`config.mk`:
```
export PLATFORM = sky130hd
export DESIGN_NAME = mcycle
export DESIGN_NICKNAME = d
export VERILOG_FILES = /design/src/rtl/mcycle.sv
export SDC_FILE = /design/constraint.sdc
export NUM_CORES = 1
export LEC_CHECK = 0
export BUFFER_PORTS_ARGS = -buffer_cell sky130_fd_sc_hd__buf_2
export CORE_MARGIN = 4
export CORE_UTILIZATION = 53
export DETAILED_ROUTE_END_ITERATION = 8
export HOLD_SLACK_MARGIN = 0.03
export PLACE_DENSITY = 0.75
export SYNTH_ARGS = -nofsm -noshare
export SYNTH_HDL_FRONTEND = slang
export SYNTH_SLANG_ARGS = --single-unit
```
`constraint.sdc`:
```
create_clock -name CLK -period 2.1 [get_ports CLK]
set_input_delay 0.105 -clock CLK [delete_from_list [all_inputs] [get_ports CLK]]
set_output_delay 0.105 -clock CLK [all_outputs]
set_load 0.1 [all_outputs]
```
`src/rtl/mcycle.sv`:
```
// mcycle: multi-cycle integer multiply / divide unit.
// One bit is processed per clock: shift-add multiply, restoring divide.
// Both algorithms work on operand magnitudes. A final cycle applies the sign
// correction and writes the registered results.
// Optional build macro MCYCLE_DIV0_FLAG_EN adds the DivByZero output.
module mcycle #(
    parameter int WIDTH = 4
) (
    input  logic             CLK,
    input  logic             RESET,
    input  logic             Start,
    input  logic [1:0]       MCycleOp,
    input  logic [WIDTH-1:0] Operand1,
    input  logic [WIDTH-1:0] Operand2,
    output logic [WIDTH-1:0] Result1,
    output logic [WIDTH-1:0] Result2,
    output logic             Busy
`ifdef MCYCLE_DIV0_FLAG_EN
   ,output logic             DivByZero
`endif
);

    localparam int CW = $clog2(WIDTH + 1);

    typedef enum logic {IDLE, RUN} state_t;

    state_t           state;
    logic [1:0]       op;        // [1]=divide, [0]=unsigned
    logic             neg1;      // operand signs (signed ops only)
    logic             neg2;
    logic             div0;      // latched divisor was zero
    logic [WIDTH-1:0] a_raw;     // dividend as given, for the div-by-zero remainder
    logic [WIDTH-1:0] m;         // multiplicand magnitude / divisor magnitude
    logic [WIDTH-1:0] hi;        // product high half / partial remainder
    logic [WIDTH-1:0] lo;        // product low half (multiplier shifts out) / quotient (dividend shifts out)
    logic [CW-1:0]    cnt;

    // Magnitude of a value, treating it as two's complement when sgn is set.
    // The most-negative value maps to 2^(WIDTH-1), which still fits unsigned.
    function automatic logic [WIDTH-1:0] mag(input logic [WIDTH-1:0] v, input logic sgn);
        return (sgn && v[WIDTH-1]) ? (~v + 1'b1) : v;
    endfunction

    logic             in_signed;
    logic [WIDTH-1:0] in_mag1;
    logic [WIDTH-1:0] in_mag2;

    // Operand magnitudes presented at the start edge
    always_comb begin
        in_signed = ~MCycleOp[0];
        in_mag1   = mag(Operand1, in_signed);
        in_mag2   = mag(Operand2, in_signed);
    end

    logic [WIDTH:0]     mul_sum;
    logic [WIDTH:0]     div_sh;
    logic [WIDTH:0]     div_diff;
    logic [2*WIDTH-1:0] prod;
    logic [WIDTH-1:0]   quo;
    logic [WIDTH-1:0]   rem;
    logic [WIDTH-1:0]   fin1;
    logic [WIDTH-1:0]   fin2;

    // One iteration of each algorithm, plus the sign-corrected final results
    always_comb begin
        mul_sum  = {1'b0, hi} + (lo[0] ? {1'b0, m} : '0);
        div_sh   = {hi, lo[WIDTH-1]};
        div_diff = div_sh - {1'b0, m};

        prod = {hi, lo};
        quo  = lo;
        rem  = hi;
        if (!op[0] && (neg1 ^ neg2)) begin
            prod = ~prod + 1'b1;
            quo  = ~quo + 1'b1;
        end
        if (!op[0] && neg1)
            rem = ~rem + 1'b1;

        fin1 = prod[WIDTH-1:0];
        fin2 = prod[2*WIDTH-1:WIDTH];
        if (op[1]) begin
            if (div0) begin
                fin1 = '1;
                fin2 = a_raw;
            end else begin
                fin1 = quo;
                fin2 = rem;
            end
        end
    end

    // Control FSM and datapath: latch on Start, iterate WIDTH times, finalize
    always_ff @(posedge CLK or negedge RESET) begin
        if (!RESET) begin
            state   <= IDLE;
            Busy    <= 1'b0;
            op      <= '0;
            neg1    <= 1'b0;
            neg2    <= 1'b0;
            div0    <= 1'b0;
            a_raw   <= '0;
            m       <= '0;
            hi      <= '0;
            lo      <= '0;
            cnt     <= '0;
            Result1 <= '0;
            Result2 <= '0;
`ifdef MCYCLE_DIV0_FLAG_EN
            DivByZero <= 1'b0;
`endif
        end else begin
            case (state)
                IDLE: begin
                    if (Start) begin
                        state <= RUN;
                        Busy  <= 1'b1;
                        op    <= MCycleOp;
                        neg1  <= in_signed & Operand1[WIDTH-1];
                        neg2  <= in_signed & Operand2[WIDTH-1];
                        div0  <= (Operand2 == '0);
                        a_raw <= Operand1;
                        m     <= MCycleOp[1] ? in_mag2 : in_mag1;
                        hi    <= '0;
                        lo    <= MCycleOp[1] ? in_mag1 : in_mag2;
                        cnt   <= CW'(WIDTH);
                    end
                end
                RUN: begin
                    if (cnt != '0) begin
                        cnt <= cnt - 1'b1;
                        if (!op[1]) begin
                            hi <= mul_sum[WIDTH:1];
                            lo <= {mul_sum[0], lo[WIDTH-1:1]};
                        end else if (!div_diff[WIDTH]) begin
                            hi <= div_diff[WIDTH-1:0];
                            lo <= {lo[WIDTH-2:0], 1'b1};
                        end else begin
                            hi <= div_sh[WIDTH-1:0];
                            lo <= {lo[WIDTH-2:0], 1'b0};
                        end
                    end else begin
                        state   <= IDLE;
                        Busy    <= 1'b0;
                        Result1 <= fin1;
                        Result2 <= fin2;
`ifdef MCYCLE_DIV0_FLAG_EN
                        DivByZero <= op[1] & div0;
`endif
                    end
                end
                default: begin
                    state <= IDLE;
                    Busy  <= 1'b0;
                end
            endcase
        end
    end

endmodule

```
* After elaboration in Yosys (flattened, before gate mapping)
Cells that the tools add are included.
** Word-level totals
- Bits in registers :: 34
- Bits in latches :: 0
- Bits in writable memories :: 0
- Memory bits (read-only) :: 0
- Input bits :: 13
- Output and inout port bits :: 9
- Word-level logic and storage cells :: 77
- Memories :: 0
** Operators by class
- Add/subtract/negate cells :: 8
- Multiply operators :: 0
- Divide/modulo/power cells :: 0
- Magnitude comparators :: 0
- Equal/unequal tests :: 3
- Shift-type cells :: 0
- Multiplexer cells :: 31
- Bitwise operators :: 11
- Reduce and logical (&&, ||, !) cells :: 11
** Operators with widths (count)
- $mux W4 :: 18
- $add A4 B1 Y4 const B :: 4
- $not A4 Y4 :: 4
- $pmux W4 S2 :: 2
- $add A8 B1 Y8 const B :: 1
- $mux W8 :: 1
- $not A8 Y8 :: 1
- $reduce_and A2 Y1 :: 4
- $mux W3 :: 2
- $pmux W3 S2 :: 1
- $add A4 B4 Y5 :: 1
- $mux W1 :: 5
- $sub A5 B4 Y5 :: 1
- $logic_and A1 B1 Y1 :: 4
- $logic_not A4 Y1 :: 1
- $ne A2 B2 Y1 const B :: 2
- $pmux W1 S2 :: 2
- $not A1 Y1 :: 3
- $reduce_bool A3 Y1 :: 1
- $sub A3 B1 Y3 const B :: 1
- $and A1 B1 Y1 :: 2
- $ne A2 B1 Y1 const B :: 1
- $logic_not A1 Y1 :: 1
- $xor A1 B1 Y1 :: 1

* Depth between registers and ports, before layout
- Depth after elaboration :: 6
- Mapped depth :: 9
- Depth with buffers taken out :: 9

* Worst setup path after synthesis
No wires, ideal clock.
- Path type :: reg2reg
- From :: register lo[3]
- To :: register hi[1]
- Library setup time :: 96 ps
- Arrival time :: 2147 ps
- Required time :: 2004 ps
- Slack :: -143 ps
- Stages on the path, launching flop included :: 9
- Path buffers :: 0
- Period minus slack after synthesis :: 2243 ps
- Cells stage by stage :: dfrtp_1 > inv_2 > ha_1 > fa_1 > nand2b_1 > a21oi_2 > xor2_2 > mux2_2 > o31ai_1
** On the way
- Longest elaborated chain between the ends :: 5
** RTL lines
- start: declaration :: RTL line 35 : logic [WIDTH-1:0] lo;
- start signal: assignment :: RTL line 125 : lo <= MCycleOp[1] ? in_mag1 : in_mag2;
- start signal: assignment :: RTL line 134 : lo <= {mul_sum[0], lo[WIDTH-1:1]};
- start signal: assignment :: RTL line 137 : lo <= {lo[WIDTH-2:0], 1'b1};
- $sub A5 B4 Y5 :: RTL line 68 : div_diff = div_sh - {1'b0, m};
- $mux W4 :: RTL line 135 : end else if (!div_diff[WIDTH]) begin
- $mux W4 :: RTL line 132 : if (!op[1]) begin
- $mux W4 :: RTL line 130 : if (cnt != '0) begin
- $pmux W4 S2 :: RTL line 113 : case (state)
- end signal: assignment :: RTL line 133 : hi <= mul_sum[WIDTH:1];
- end signal: assignment :: RTL line 136 : hi <= div_diff[WIDTH-1:0];
- end signal: assignment :: RTL line 139 : hi <= div_sh[WIDTH-1:0];
- end: declaration :: RTL line 34 : logic [WIDTH-1:0] hi;
Every way passes these cells. The select of a mux whose other input is x is not followed.
A chain may end at the register's enable or synchronous reset.

* Worst setup path in the final report
- From :: register m[0]
- To :: register hi[3]
** On the way
- Longest elaborated chain between the ends :: 5
- Elaborated cells on any way between the ends :: 7
- Those cells by class :: 2 x add/sub; 5 x mux
** RTL lines
- start: declaration :: RTL line 33 : logic [WIDTH-1:0] m;
- start signal: assignment :: RTL line 123 : m <= MCycleOp[1] ? in_mag2 : in_mag1;
- $sub A5 B4 Y5 / $mux W4 (equally long branches) :: RTL line 68, 66
- $mux W4 / $add A4 B4 Y5 (equally long branches) :: RTL line 135, 66
- $mux W4 * :: RTL line 132
- $mux W4 * :: RTL line 130
- $pmux W4 S2 * :: RTL line 113
Every way passes the cells marked *; elsewhere a longest branch is shown, timed or not. The select of a mux whose other input is x is not followed.

==> flow_metrics.py <==
metrics = {
    "timing": {
        "worstMarginPinSlew_ns": 0.777,
        "rsz0062_at_grt": "true",
        "setup-tns-final_ns": 0,
        "setup_viol": 0,
        "slew_headroom": 0.482,
        "max_freq_ghz": 0.481,
        "skew_ns": 0.00904,
        "hold_viol": 0,
        "period_share": 0.991,
        "drv_slew": 0,
        "post-route-min-period_ns": 2.08,
    },
    "hold_path": {
        "worst_hold_path.endpoint": "a_raw[2]",
        "min_path_type": "in2reg",
        "min_from": "Operand1[2]",
        "whs_path_depth": 2,
    },
    "logic_synthesis": {
        "synth-seq-cells": 34,
        "ys.warnings.count": 0,
        "ys_seq_area_frac": 0.370,
        "netlist_instances": 249,
        "synth_area_um2": 2300,
        "syn_avg_cell_area_um2": 9.23,
        "synthArstFlopShare": 1.00,
        "syn-num-nets": 278,
        "synth_cell_types": 49,
        "synth-main-ff-cell": "dfrtp_1",
        "synth-edff-count": 0,
    },
    "worst_setup_path": {
        "critPathMaxFanout": 3,
        "crit_arrival_ns": 2.24,
        "regToRegEndpoint": "hi[3]",
        "ff2ff_path_depth": 8,
        "reg2reg_from": "m[0]",
        "critPathCaptureType": "register",
        "r2r_slack_ns": 0.02,
        "required_ns": 2.26,
        "critPathLaunchType": "register",
        "path_class": "reg2reg",
    },
    "final_layout": {
        "drive_gt1_frac": 0.221,
        "n_antenna_cell": 0,
        "syn2layout_area_growth_pct": 15.3,
        "fin_area_um2": 2650,
        "nets": 308,
        "n_fill_cell": 337,
    },
    "global_routing": {
        "antenna_found_initial": 0,
        "grt_util_all_layers": 0.227,
        "grt_pass1_vias": 1958,
        "grt_overflow_total": 0,
        "grt_max_degree": 35,
        "grt_pass1_wl_um": 9360,
    },
    "detailed_routing": {
        "dr.pass1.iters": 4,
        "drc": 0,
        "viasPerCell": 5.92,
        "highest_layer": "met4",
        "wl_met3_um": 267,
        "wl_per_cell_um": 16.6,
        "ant_nets": 0,
        "met2WireLength_um": 2650,
        "wirelength_um": 5480,
        "vias": 1952,
        "drt_iter0_markers": 131,
        "wl_met1_um": 2450,
    },
    "floorplanning": {
        "io-pin-count": 22,
        "start_util": 0.562,
        "core_um2": 4090,
        "dieArea_um2": 5450,
        "rows": 23,
        "die_y_um": 73.8,
        "die_x_um": 73.8,
    },
    "placed_design": {
        "place_congestion": 0.937,
        "dpl_cell_area_um2": 2490,
        "io_buffer_count": 21,
        "hpwl_um": 4080,
    },
    "clocking": {
        "clk_latency_ns": 0.29,
        "cts_tree": "built",
        "cts_made_buffers": 5,
        "htreeDepth": 2,
        "clock_path_buffers": 2,
        "cts_sinks": 34,
        "cts-root-buf": "clkbuf_8",
        "path_clk_slew_ns": 0.07,
    },
    "outcome": {
        "status": "finished clean",
    },
    "run": {
        "max_cap_viol_count": 0,
    },
}
[metrics by stage]
step	setup WS [ns]	util	std cells	hold slack [ns]
after floorplan	-0.0298	-	249	-0.191
after global placement	0.0844	0.609	317	0.214
after detailed placement	-0.0154	0.609	317	0.223
after CTS	0.0141	0.640	328	0.0790
after global routing	-0.0822	0.648	330	0.0865
final	0.0198	0.648	330	0.0874
[how the worst max path moves through the flow]
stage / start / to / slack, ns
after floorplan: lo[3] / hi[1] / -0.03
after global placement: m[0] / hi[1] / 0.08
after detailed placement: lo[3] / hi[1] / -0.02
after CTS: lo[3] / hi[3] / 0.01
after global routing: m[0] / hi[3] / -0.08
final: m[0] / hi[3] / 0.02
[cell type report]
cell class,instances,area [µm²],area share
multi-input combinational,184,1350,0.511
sequential,34,851,0.321
timing repair buffer,34,210,0.0794
clock buffer,6,82.6,0.0312
inverter,20,75.1,0.0284
tap,50,62.6,0.0236
clock inverter,2,12.5,0.00473
[sequential cells by signal, summed over array words and instances (netlist names)]
| register | cells |
|---|---|
| Result2 | 4 |
| Busy | 1 |
| m | 4 |
| neg2 | 1 |
| lo | 4 |
| hi | 4 |
| Result1 | 4 |
| neg1 | 1 |
| state | 1 |
| op | 2 |
| a_raw | 4 |
| div0 | 1 |
| cnt | 3 |
[cell usage after synthesis (2+ instances only)]
| cell type | n | share of area |
|---|---|---|
| a211oi_1 | 2 | 0.0065 |
| a21oi_1 | 13 | 0.028 |
| a31oi_1 | 2 | 0.0054 |
| a32oi_1 | 2 | 0.0076 |
| and2_1 | 2 | 0.0054 |
| buf_2 | 2 | 0.0044 |
| buf_4 | 2 | 0.0065 |
| clkbuf_1 | 4 | 0.0065 |
| dfrtp_1 | 34 | 0.37 |
| fa_1 | 2 | 0.017 |
| ha_1 | 14 | 0.076 |
| inv_1 | 18 | 0.029 |
| inv_2 | 2 | 0.0033 |
| mux2_2 | 11 | 0.054 |
| mux2i_1 | 13 | 0.057 |
| nand2_1 | 24 | 0.039 |
| nand2b_1 | 4 | 0.011 |
| nand3_1 | 6 | 0.013 |
| nor2_1 | 17 | 0.028 |
| nor2b_1 | 6 | 0.016 |
| nor3_1 | 5 | 0.011 |
| nor3b_1 | 3 | 0.0098 |
| o2111ai_1 | 2 | 0.0076 |
| o211ai_1 | 4 | 0.013 |
| o21ai_0 | 17 | 0.037 |
| o31ai_1 | 2 | 0.0065 |
| or3_1 | 2 | 0.0054 |
| xnor2_1 | 10 | 0.038 |
| xor2_1 | 4 | 0.015 |
[per-layer routing]
| metal | vias up | global-route usage |
|---|---|---|
| li1 | 937 | - |
| met1 | 942 | 0.287 |
| met2 | 62 | 0.384 |
| met3 | 11 | 0.0465 |
| met4 | 0 | 0.0765 |
| met5 | - | 0 |
[what timing repair did]
| item | in CTS | in global routing |
|---|---|---|
| endpoints found under the setup margin | 2 | 3 |
| setup buffers | 0 | 2 |
| pin swaps | 1 | 1 |
| gates resized for setup | 0 | 3 |
| hold endpoints to repair | 35 | 0 |
| hold buffers | 3 | 0 |
[logic make-up (layout without fill, tap and decap cells)]
family / count (synthesis) / after routing / share of synthesized area
AO/OA/AOI/OAI: 55 / 55 / 0.153
buffers and inverters: 31 / 62 / 0.0588
multiplexers: 24 / 24 / 0.111
adder cells (fa/ha/maj): 16 / 16 / 0.0937
XOR/XNOR: 15 / 15 / 0.0605
flip-flops: 34 / 34 / 0.370
AND/OR/NAND/NOR: 74 / 74 / 0.153
[layout by cell type (no fill, tap or decap), drive strengths merged, types with 2 or more instances in the layout]
cell          n
a211oi        2
a21oi        14
a31oi         2
a32oi         2
and2          2
buf          31
clkbuf        6
dfrtp        34
dlygate4sd3   3
fa            2
ha           14
inv          20
mux2         11
mux2i        13
nand2        25
nand2b        4
nand3         6
nor2         17
nor2b         6
nor3          5
nor3b         3
o2111ai       2
o211ai        4
o21ai        19
o31ai         3
or3           2
xnor2        10
xor2          5
[worst max-delay path, stage by stage, from the launching register on]
cell and delay (ns):
dfrtp_1 0.42, ha_4 0.18, fa_2 0.34, nand2b_4 0.16
a21oi_4 0.20, xor2_2 0.18, buf_4 0.16, mux2i_2 0.20
a31oi_1 0.11
Power is left out: the tool's default activity adds up to more than one toggle a clock period on the data nets, which glitch-free logic cannot reach.
